## src/rtl/pipe_skid_reg_pkg.sv

```systemverilog
// pipe_skid_reg_pkg
//   Shared definitions for the skid-buffered pipeline stage register:
//   state encoding (EMPTY / ONE / FULL) and the state-to-count decode.
package pipe_skid_reg_pkg;

    localparam int PSR_COUNT_W = 2;

    typedef enum logic [1:0] {
        PSR_EMPTY = 2'd0,
        PSR_ONE   = 2'd1,
        PSR_FULL  = 2'd2
    } psr_state_t;

    // Number of entries held in a given state. Illegal encodings read as 0;
    // the controller forces them back to EMPTY on the next edge.
    function automatic logic [PSR_COUNT_W-1:0] psr_count(input psr_state_t s);
        case (s)
            PSR_ONE:  psr_count = 2'd1;
            PSR_FULL: psr_count = 2'd2;
            default:  psr_count = 2'd0;
        endcase
    endfunction

endpackage

```

## src/rtl/pipe_data_reg.sv

```systemverilog
// pipe_data_reg
//   WIDTH-wide payload register with load enable and synchronous clear.
//   Clear has priority over load.
// Ports:
//   clk    input          clock, rising edge
//   i_clr  input          synchronous clear to zero
//   i_en   input          load i_d
//   i_d    input  [W-1:0] data to load
//   o_q    output [W-1:0] registered data
module pipe_data_reg
    import pipe_skid_reg_pkg::*;
#(
    parameter int WIDTH = 32
) (
    input  logic             clk,
    input  logic             i_clr,
    input  logic             i_en,
    input  logic [WIDTH-1:0] i_d,
    output logic [WIDTH-1:0] o_q
);

    logic [WIDTH-1:0] r_q;

    always_ff @(posedge clk) begin
        if (i_clr) begin
            r_q <= '0;
        end else if (i_en) begin
            r_q <= i_d;
        end
    end

    assign o_q = r_q;

endmodule

```

## src/rtl/pipe_skid_reg.sv

```systemverilog
// pipe_skid_reg
//   Pipeline stage register with valid/ready handshake and a one-entry skid
//   buffer. All outputs decode registered state only, so out_ready never
//   reaches in_ready combinationally. Full throughput, strict FIFO order.
// Ports:
//   clk        input          clock, rising edge
//   rst        input          synchronous active-high reset
//   flush      input          synchronous discard of all held entries
//   in_valid   input          upstream presents in_data
//   in_ready   output         stage can accept this cycle
//   in_data    input  [W-1:0] upstream payload
//   out_valid  output         out_data is valid
//   out_ready  input          downstream accepts this cycle
//   out_data   output [W-1:0] payload of the oldest held entry
//   count      output [1:0]   entries held (0..2)
module pipe_skid_reg
    import pipe_skid_reg_pkg::*;
#(
    parameter int WIDTH      = 32,
    parameter int CLEAR_DATA = 1
) (
    input  logic                   clk,
    input  logic                   rst,
    input  logic                   flush,
    input  logic                   in_valid,
    output logic                   in_ready,
    input  logic [WIDTH-1:0]       in_data,
    output logic                   out_valid,
    input  logic                   out_ready,
    output logic [WIDTH-1:0]       out_data,
    output logic [PSR_COUNT_W-1:0] count
);

    localparam logic P_CLR = (CLEAR_DATA != 0);

    psr_state_t       r_state;
    psr_state_t       w_state_nxt;
    logic             w_in_fire;
    logic             w_out_fire;
    logic             w_main_en;
    logic             w_main_from_skid;
    logic             w_skid_en;
    logic             w_main_clr;
    logic             w_skid_clr;
    logic [WIDTH-1:0] w_main_d;
    logic [WIDTH-1:0] w_main_q;
    logic [WIDTH-1:0] w_skid_q;

    // Only EMPTY and ONE accept; an illegal encoding refuses input so that
    // nothing is accepted and then lost during recovery to EMPTY.
    assign in_ready   = ((r_state == PSR_EMPTY) || (r_state == PSR_ONE)) && !rst;
    assign out_valid  = (r_state == PSR_ONE) || (r_state == PSR_FULL);
    assign count      = psr_count(r_state);
    assign out_data   = w_main_q;

    assign w_in_fire  = in_valid && in_ready;
    assign w_out_fire = out_valid && out_ready;

    always_comb begin
        w_state_nxt      = r_state;
        w_main_en        = 1'b0;
        w_main_from_skid = 1'b0;
        w_skid_en        = 1'b0;
        case (r_state)
            PSR_EMPTY: begin
                if (w_in_fire) begin
                    w_main_en   = 1'b1;
                    w_state_nxt = PSR_ONE;
                end
            end
            PSR_ONE: begin
                if (w_in_fire && w_out_fire) begin
                    w_main_en   = 1'b1;
                end else if (w_in_fire) begin
                    w_skid_en   = 1'b1;
                    w_state_nxt = PSR_FULL;
                end else if (w_out_fire) begin
                    w_state_nxt = PSR_EMPTY;
                end
            end
            PSR_FULL: begin
                if (w_out_fire) begin
                    w_main_en        = 1'b1;
                    w_main_from_skid = 1'b1;
                    w_state_nxt      = PSR_ONE;
                end
            end
            default: begin
                w_state_nxt = PSR_EMPTY;
            end
        endcase
        // rst and flush override normal operation.
        if (rst || flush) begin
            w_state_nxt = PSR_EMPTY;
        end
    end

    always_ff @(posedge clk) begin
        r_state <= w_state_nxt;
    end

    // Reset always zeroes the output register so out_data reads 0 after
    // reset; flush and the skid register only clear when CLEAR_DATA is set.
    // With CLEAR_DATA=0 a flush must still not load data, hence the gating.
    assign w_main_clr = rst || (flush && P_CLR);
    assign w_skid_clr = (rst || flush) && P_CLR;
    assign w_main_d   = w_main_from_skid ? w_skid_q : in_data;

    pipe_data_reg #(.WIDTH(WIDTH)) u_main (
        .clk   (clk),
        .i_clr (w_main_clr),
        .i_en  (w_main_en && !flush && !rst),
        .i_d   (w_main_d),
        .o_q   (w_main_q)
    );

    pipe_data_reg #(.WIDTH(WIDTH)) u_skid (
        .clk   (clk),
        .i_clr (w_skid_clr),
        .i_en  (w_skid_en && !flush && !rst),
        .i_d   (in_data),
        .o_q   (w_skid_q)
    );

endmodule
```

## config.mk

```make
export PLATFORM = sky130hd
export DESIGN_NAME = pipe_skid_reg
export DESIGN_NICKNAME = d
export VERILOG_FILES = /design/src/rtl/pipe_skid_reg_pkg.sv /design/src/rtl/pipe_data_reg.sv /design/src/rtl/pipe_skid_reg.sv
export SDC_FILE = /design/constraint.sdc
export NUM_CORES = 1
export LEC_CHECK = 0
export CAP_MARGIN = 20
export CORE_MARGIN = 1
export CORE_UTILIZATION = 40
export DETAILED_ROUTE_END_ITERATION = 8
export HOLD_SLACK_MARGIN = 0.12
export PLACE_DENSITY = 0.68
export SYNTH_ARGS = -nofsm -noshare
export SYNTH_HDL_FRONTEND = slang
export SYNTH_SLANG_ARGS = --single-unit
```

## constraint.sdc

```tcl
create_clock -name clk -period 2.3 [get_ports clk]
set_clock_uncertainty 0.05 [all_clocks]
set_input_delay 0.46 -clock clk [delete_from_list [all_inputs] [get_ports clk]]
set_output_delay 0.46 -clock clk [all_outputs]
set_load 0.01 [all_outputs]
```

# Word-level counts from Yosys, hierarchy flattened

Index checks and enable logic that the tools add are counted.

Word-level logic and storage cells: 39
Memories kept: 0
Register bits: 66
Memory bits (writable): 0
Output and inout port bits: 36
Bits of input ports: 37
Latch bits: 0
ROM bits: 0

Reductions and logical operators: 15
Multiply operators: 0
Shifts and indexed selects: 0
Divide/modulo/power cells: 0
$lt $le $gt $ge: 0
Multiplexer cells: 15
Bitwise operators: 0
Add/subtract/negate cells: 0
Equality and inequality tests: 6

Operators with widths:

| cell                 | number |
|---|---|
| $mux W32             | 1 |
| $mux W2              | 5 |
| $logic_and A1 B1 Y1  | 8 |
| $mux W1              | 6 |
| $ne A2 B2 Y1 const B | 3 |
| $pmux W2 S3          | 1 |
| $pmux W2 S2          | 1 |
| $reduce_and A4 Y1    | 1 |
| $logic_or A1 B1 Y1   | 3 |
| $ne A3 B3 Y1 const B | 1 |
| $pmux W1 S3          | 1 |
| $eq A2 B1 Y1 const B | 1 |
| $eq A2 B2 Y1 const B | 1 |
| $logic_not A1 Y1     | 2 |
| $logic_not A2 Y1     | 1 |

# Logic depth before layout (Yosys ltp)

Gate-level depths: netlist of run 1.

Word-level depth: 9
Mapped depth: 8
Depth with buffers taken out: 6

# By module

Synthesis of run 1 repeated with hierarchy kept, for this count alone.

Cell total of the unflattened synthesis: 273
Area total of the unflattened synthesis: 2,970.3 um^2

By module, submodules not included:

| module        | times used | seq. area each (um^2) | cells each | area an instance (um^2) |
|---|---|---|---|---|
| pipe_data_reg | 2          | 640.6                 | 103        | 1,163.6 |
| pipe_skid_reg | 1          | 40.0                  | 67         | 643.1 |

# Least setup slack after synthesis of run 1

OpenSTA, ideal clock, no wires.

Kind: register to register
Start: reg r_state[0]
End: reg u_main.r_q[0], in the netlist u_main.o_q[0]
Data arrival time: 1.816 ns
Slack: 0.353 ns
Required time: 2.169 ns
Setup time: 0.081 ns
Cell stages (with the launch flop): 9
Clock period less this slack: 1.947 ns
Path buffers: 2
Cell sequence: dfxtp_1 -> inv_1 -> ha_1 -> a21o_1 -> a21o_1 -> and3_1 -> buf_2 -> buf_6 -> a211oi_2

Elaborated cells on any way between the ends: 17
Classes of those cells: 2 x eq/ne; 6 x mux; 9 x reduce/logical

RTL lines:

| item                                                | line                 | text |
|---|---|---|
| start: declaration                                  | pipe_skid_reg.sv:36  | `psr_state_t r_state;` |
| start signal: assignment                            | pipe_skid_reg.sv:99  | `r_state <= w_state_nxt;` |
| $eq A2 B1 Y1 / $eq A2 B2 Y1 (equally long branches) | pipe_skid_reg.sv:52  | `assign out_valid = (r_state == PSR_ONE) \|\| (r_state == PSR_FULL);` |
| $logic_or A1 B1 Y1 (*)                              | pipe_skid_reg.sv:52  |  |
| via out_valid                                       | pipe_skid_reg.sv:28  | `output logic out_valid,` |
| $logic_and A1 B1 Y1 (*)                             | pipe_skid_reg.sv:57  | `assign w_out_fire = out_valid && out_ready;` |
| $logic_and A1 B1 Y1                                 | pipe_skid_reg.sv:72  | `if (w_in_fire && w_out_fire) begin` |
| $mux W1                                             | pipe_skid_reg.sv:72  |  |
| $pmux W1 S3                                         | pipe_skid_reg.sv:64  | `case (r_state)` |
| $logic_and A1 B1 Y1 (2 in a row)                    | pipe_skid_reg.sv:112 | `.i_en (w_main_en && !flush && !rst),` |
| end signal: assignment                              | pipe_data_reg.sv:28  | `r_q <= i_d;` |
| end: declaration                                    | pipe_data_reg.sv:22  | `logic [WIDTH-1:0] r_q;` |

The timed path passes the listed nets; every way through them passes the cells marked *.
A chain may end at the register's enable or synchronous reset.

# Final worst setup path of run 1

Start: reg r_state[0]
End: out in_ready

Cells in the longest elaborated chain, start to end: 3
Elaborated cells on any way between the ends: 4
Classes of those cells: 1 x eq/ne; 3 x reduce/logical

Ends and longest elaborated chain:

| item                                                    | line                | text |
|---|---|---|
| $eq A2 B1 Y1 / $logic_not A2 Y1 (equally long branches) | pipe_skid_reg.sv:51 | `assign in_ready = ((r_state == PSR_EMPTY) \|\| (r_state == PSR_ONE)) && !rst;` |
| $logic_or A1 B1 Y1 (*)                                  | pipe_skid_reg.sv:51 |  |
| $logic_and A1 B1 Y1 (*)                                 | pipe_skid_reg.sv:51 |  |
| end: declaration                                        | pipe_skid_reg.sv:26 | `output logic in_ready,` |

Every way passes the cells marked *; elsewhere a longest branch is shown, timed or not.

==> impl_metrics.csv, run 1 <==
group,metric,value,unit
finish,n_antenna_cell,0,
synth,synth.distinct_cells,28,
synth,yosysSeqAreaShare,0.4344,
sta,slew_viol_final,0,
min_path,hold_depth,2,
power,seq_power_share,0.450,
sta,relSlewSlack,0.7510,
sta,worstMarginPinSlew,0.3735,ns
floorplanning,ioPinCount,73,
global_routing,grt_pass1_vias,2462,
floorplanning,die_h,89.20,µm
power,p_sw,0.6666,mW
global_routing,grt_overflow,0,
min_path,min_path_type,"reg2reg",
sta,rsz0062_at_grt,"no",
drt,wirelength,7.556,mm
drt,via_per_inst,5.222,
power,p_per_area,635.6,mW/mm²
setup_path,cp_data_arrival_time,1.65,ns
sta,whs,0.4005,ns
sta,fmax,463.0,MHz
clock_network,cts.sinks,66,
clock_network,clk_pin_slew,0.08,ns
flow_run,cap_violations,0,
synth,syn-cell-area,0.003042,mm²
drt,ant_nets,0,
place,io_buffers,72,
place,dp_hpwl,4.787,mm
finish,nets,430,
floorplanning,num_rows,31,
global_routing,grt_use_total,0.2003,
finish,fin_util,0.5690,
synth,synth_fp_nets,362,
floorplanning,fp.coreArea,0.007292,mm²
drt,drt_iter0_drc,266,
clock_network,clock_path_buffers,2,
sta,finalCritPeriodShare,0.9391,
finish,drive_gt1_frac,0.1893,
power,p_clk_frac,0.413,
floorplanning,fp.dieArea,0.007957,mm²
power,p_leak,1.613,nW
setup_path,endpoint_kind,"primary output",
power,switching_share,0.2528,
power,total_power,2.637,mW
clock_network,numCtsBuffers,9,
sta,setup_viol,0,
sta,final.min_clock_period,2.160,ns
drt,wl_per_cell,15.42,µm
place,gp_congestion,0.7685,
finish,fin_area,0.004149,mm²
global_routing,grt_max_degree,65,
synth,ys_warn_count,0,
sta,setup-tns-final,0,ns
global_routing,grt_pass1_wl,11.99,mm
floorplanning,start_util,0.4171,
power,p_int,1.971,mW
power,worst_ir_drop_vdd,0.3777,mV
synth,avgSynthCellArea,9.565,µm²
place,postPlaceCellArea,0.003886,mm²
clock_network,clock_latency,0.34,ns
finish,fill_cells,681,
setup_path,r2r.worst_path.cells,7,
drt,drc_errors,0,
clock_network,cts.root.buffer_cell,"clkbuf_8",
clock_network,cts_tree,"yes",
setup_path,cp.required,1.79,ns
drt,vias,2559,
synth,synth_cells,318,
global_routing,antenna_found_initial,0,
sta,finalHoldViolations,0,
setup_path,startpoint_type,"flip-flop",
synth,synth-seq-cells,66,
power,combPwrFrac,0.137,
floorplanning,die_w,89.20,µm
drt,dr.pass1.iters,4,
finish,syn2layout_area_growth,36.40,%
clock_network,cts_htree_levels,3,
outcome,status,"finished clean",
setup_path,path_max_fanout,5,
setup_path,worstSetupPathType,"reg2out",
[cell type report]
cell class | count | area [µm²] | area share
well taps | 99 | 123.9 | 0.02986
flip-flops and latches | 66 | 1324 | 0.3191
clock inverters | 7 | 98.84 | 0.02382
inverters | 3 | 11.26 | 0.002714
multi-input cells | 220 | 1604 | 0.3866
clock buffers | 9 | 123.9 | 0.02986
repair buffers | 86 | 863.3 | 0.2081
[worst max-delay path, cell delays in order, from the launching register on]
cell             delay [ns]
dfxtp_2                0.36
inv_2                  0.11
ha_4                   0.17
nor2_4                 0.04
nor2_1                 0.08
clkdlybuf4s50_1        0.54
[layout by cell type, fill, tap and decap left out, drive strengths merged]
cell | Yosys | layout
o41ai | 1 | 1
o21ai | 33 | 33
nand2 | 66 | 66
nor4b | 2 | 2
a211o | 1 | 1
bufinv | 0 | 2
or2 | 1 | 1
and3 | 1 | 1
clkinv | 0 | 2
and4b | 1 | 1
o22ai | 1 | 1
dfxtp | 66 | 66
buf | 11 | 14
a21o | 2 | 2
clkdlybuf4s50 | 0 | 72
a21boi | 1 | 1
a211oi | 32 | 32
a32o | 1 | 1
a31oi | 32 | 32
inv | 3 | 5
clkbuf | 18 | 9
clkinvlp | 0 | 1
nor2 | 4 | 4
nand2b | 1 | 1
mux2i | 33 | 33
ha | 7 | 7
[final timing paths]
kind                          startpoint                          end  slack (ns)
max              r_state[0]$_SDFFE_PP0P_                     in_ready        0.14
min          u_skid.o_q[29]$_SDFFE_PP0P_  u_skid.o_q[29]$_SDFFE_PP0P_        0.40
max reg2reg      r_state[0]$_SDFFE_PP0P_   u_main.o_q[4]$_SDFFE_PP0P_        0.40
min reg2reg  u_skid.o_q[29]$_SDFFE_PP0P_  u_skid.o_q[29]$_SDFFE_PP0P_        0.40
[power groups by stage]
stage | clock network (mW) | registers (mW) | logic [mW]
after floorplan | 0 | 1.22 | 0.177
after global placement | 0 | 1.21 | 0.352
after detailed placement | 0 | 1.21 | 0.355
after CTS | 1.11 | 1.19 | 0.360
after global routing | 1.17 | 1.19 | 0.387
final | 1.09 | 1.19 | 0.361
[logic make-up (layout without fill, tap and decap cells)]
kind of cell / after synthesis / in the layout / share of synthesized area
AO/OA/AOI/OAI: 104 / 104 / 0.2682
adder cells (fa/ha/maj): 7 / 7 / 0.02879
buffers and inverters: 32 / 105 / 0.05018
flip-flops: 66 / 66 / 0.4344
multiplexers: 33 / 33 / 0.1086
AND/OR/NAND/NOR: 76 / 76 / 0.1098
[through the flow]
step / cells / worst slack [ns]
2_1_floorplan: 318 / 0.3526
3_3_place_gp: 473 / 0.1929
3_5_place_dp: 473 / 0.1646
4_1_cts: 490 / 0.03682
5_1_grt: 490 / 0.02412
6_report: 490 / 0.1400
[synth_stat cells]
| library cell | n | area share |
|---|---|---|
| nor4b_4 | 1 | 0.0078 |
| o21ai_2 | 1 | 0.0029 |
| mux2i_1 | 33 | 0.11 |
| a211oi_2 | 30 | 0.12 |
| dfxtp_1 | 66 | 0.43 |
| buf_2 | 8 | 0.013 |
| and4b_1 | 1 | 0.0033 |
| ha_1 | 7 | 0.029 |
| or2_2 | 1 | 0.0021 |
| nor4b_1 | 1 | 0.0029 |
| buf_6 | 3 | 0.011 |
| a21o_1 | 2 | 0.0049 |
| nor2_2 | 1 | 0.0021 |
| o41ai_1 | 1 | 0.0029 |
| a211oi_1 | 2 | 0.0049 |
| nand2b_4 | 1 | 0.0045 |
| a32o_1 | 1 | 0.0033 |
| a31oi_1 | 32 | 0.066 |
| o22ai_1 | 1 | 0.0021 |
| clkbuf_1 | 18 | 0.022 |
| o21ai_0 | 28 | 0.046 |
| nand2_1 | 66 | 0.081 |
| a211o_1 | 1 | 0.0029 |
| nor2_1 | 3 | 0.0037 |
| and3_1 | 1 | 0.0021 |
| inv_1 | 3 | 0.0037 |
| a21boi_1 | 1 | 0.0025 |
| o21ai_1 | 4 | 0.0066 |
[registers in the layout (all words and copies together), names as in the netlist]
register,cells
u_main.o_q,32
r_state,2
u_skid.o_q,32
[routing by layer]
metal / track usage / up-vias / wire, µm
met5: 0 / - / 0
met4: 0.05195 / 0 / 43
met3: 0.05725 / 4 / 456
met2: 0.3511 / 77 / 3645
met1: 0.2409 / 1193 / 3411
li1: - / 1285 / -
[repair_timing]
item | CTS | global route
buffers inserted | 1 | 0
gates resized for setup | 4 | 5
gates cloned | 0 | 0
setup endpoints to repair | 2 | 1
pin swaps | 1 | 0
hold buffers | 0 | 0
No activity file was read; power rests on OpenSTA's default activity.
==> run 2: changes to the inputs <==
--- a/config.mk
+++ b/config.mk
@@ -11,6 +11,7 @@
 export DETAILED_ROUTE_END_ITERATION = 8
 export HOLD_SLACK_MARGIN = 0.12
 export PLACE_DENSITY = 0.68
+export SKIP_LAST_GASP = 1
 export SYNTH_ARGS = -nofsm -noshare
 export SYNTH_HDL_FRONTEND = slang
 export SYNTH_SLANG_ARGS = --single-unit
==> results of run 2 <==
Same layout as run 1: the final DEF is identical, and so are final timing and power.
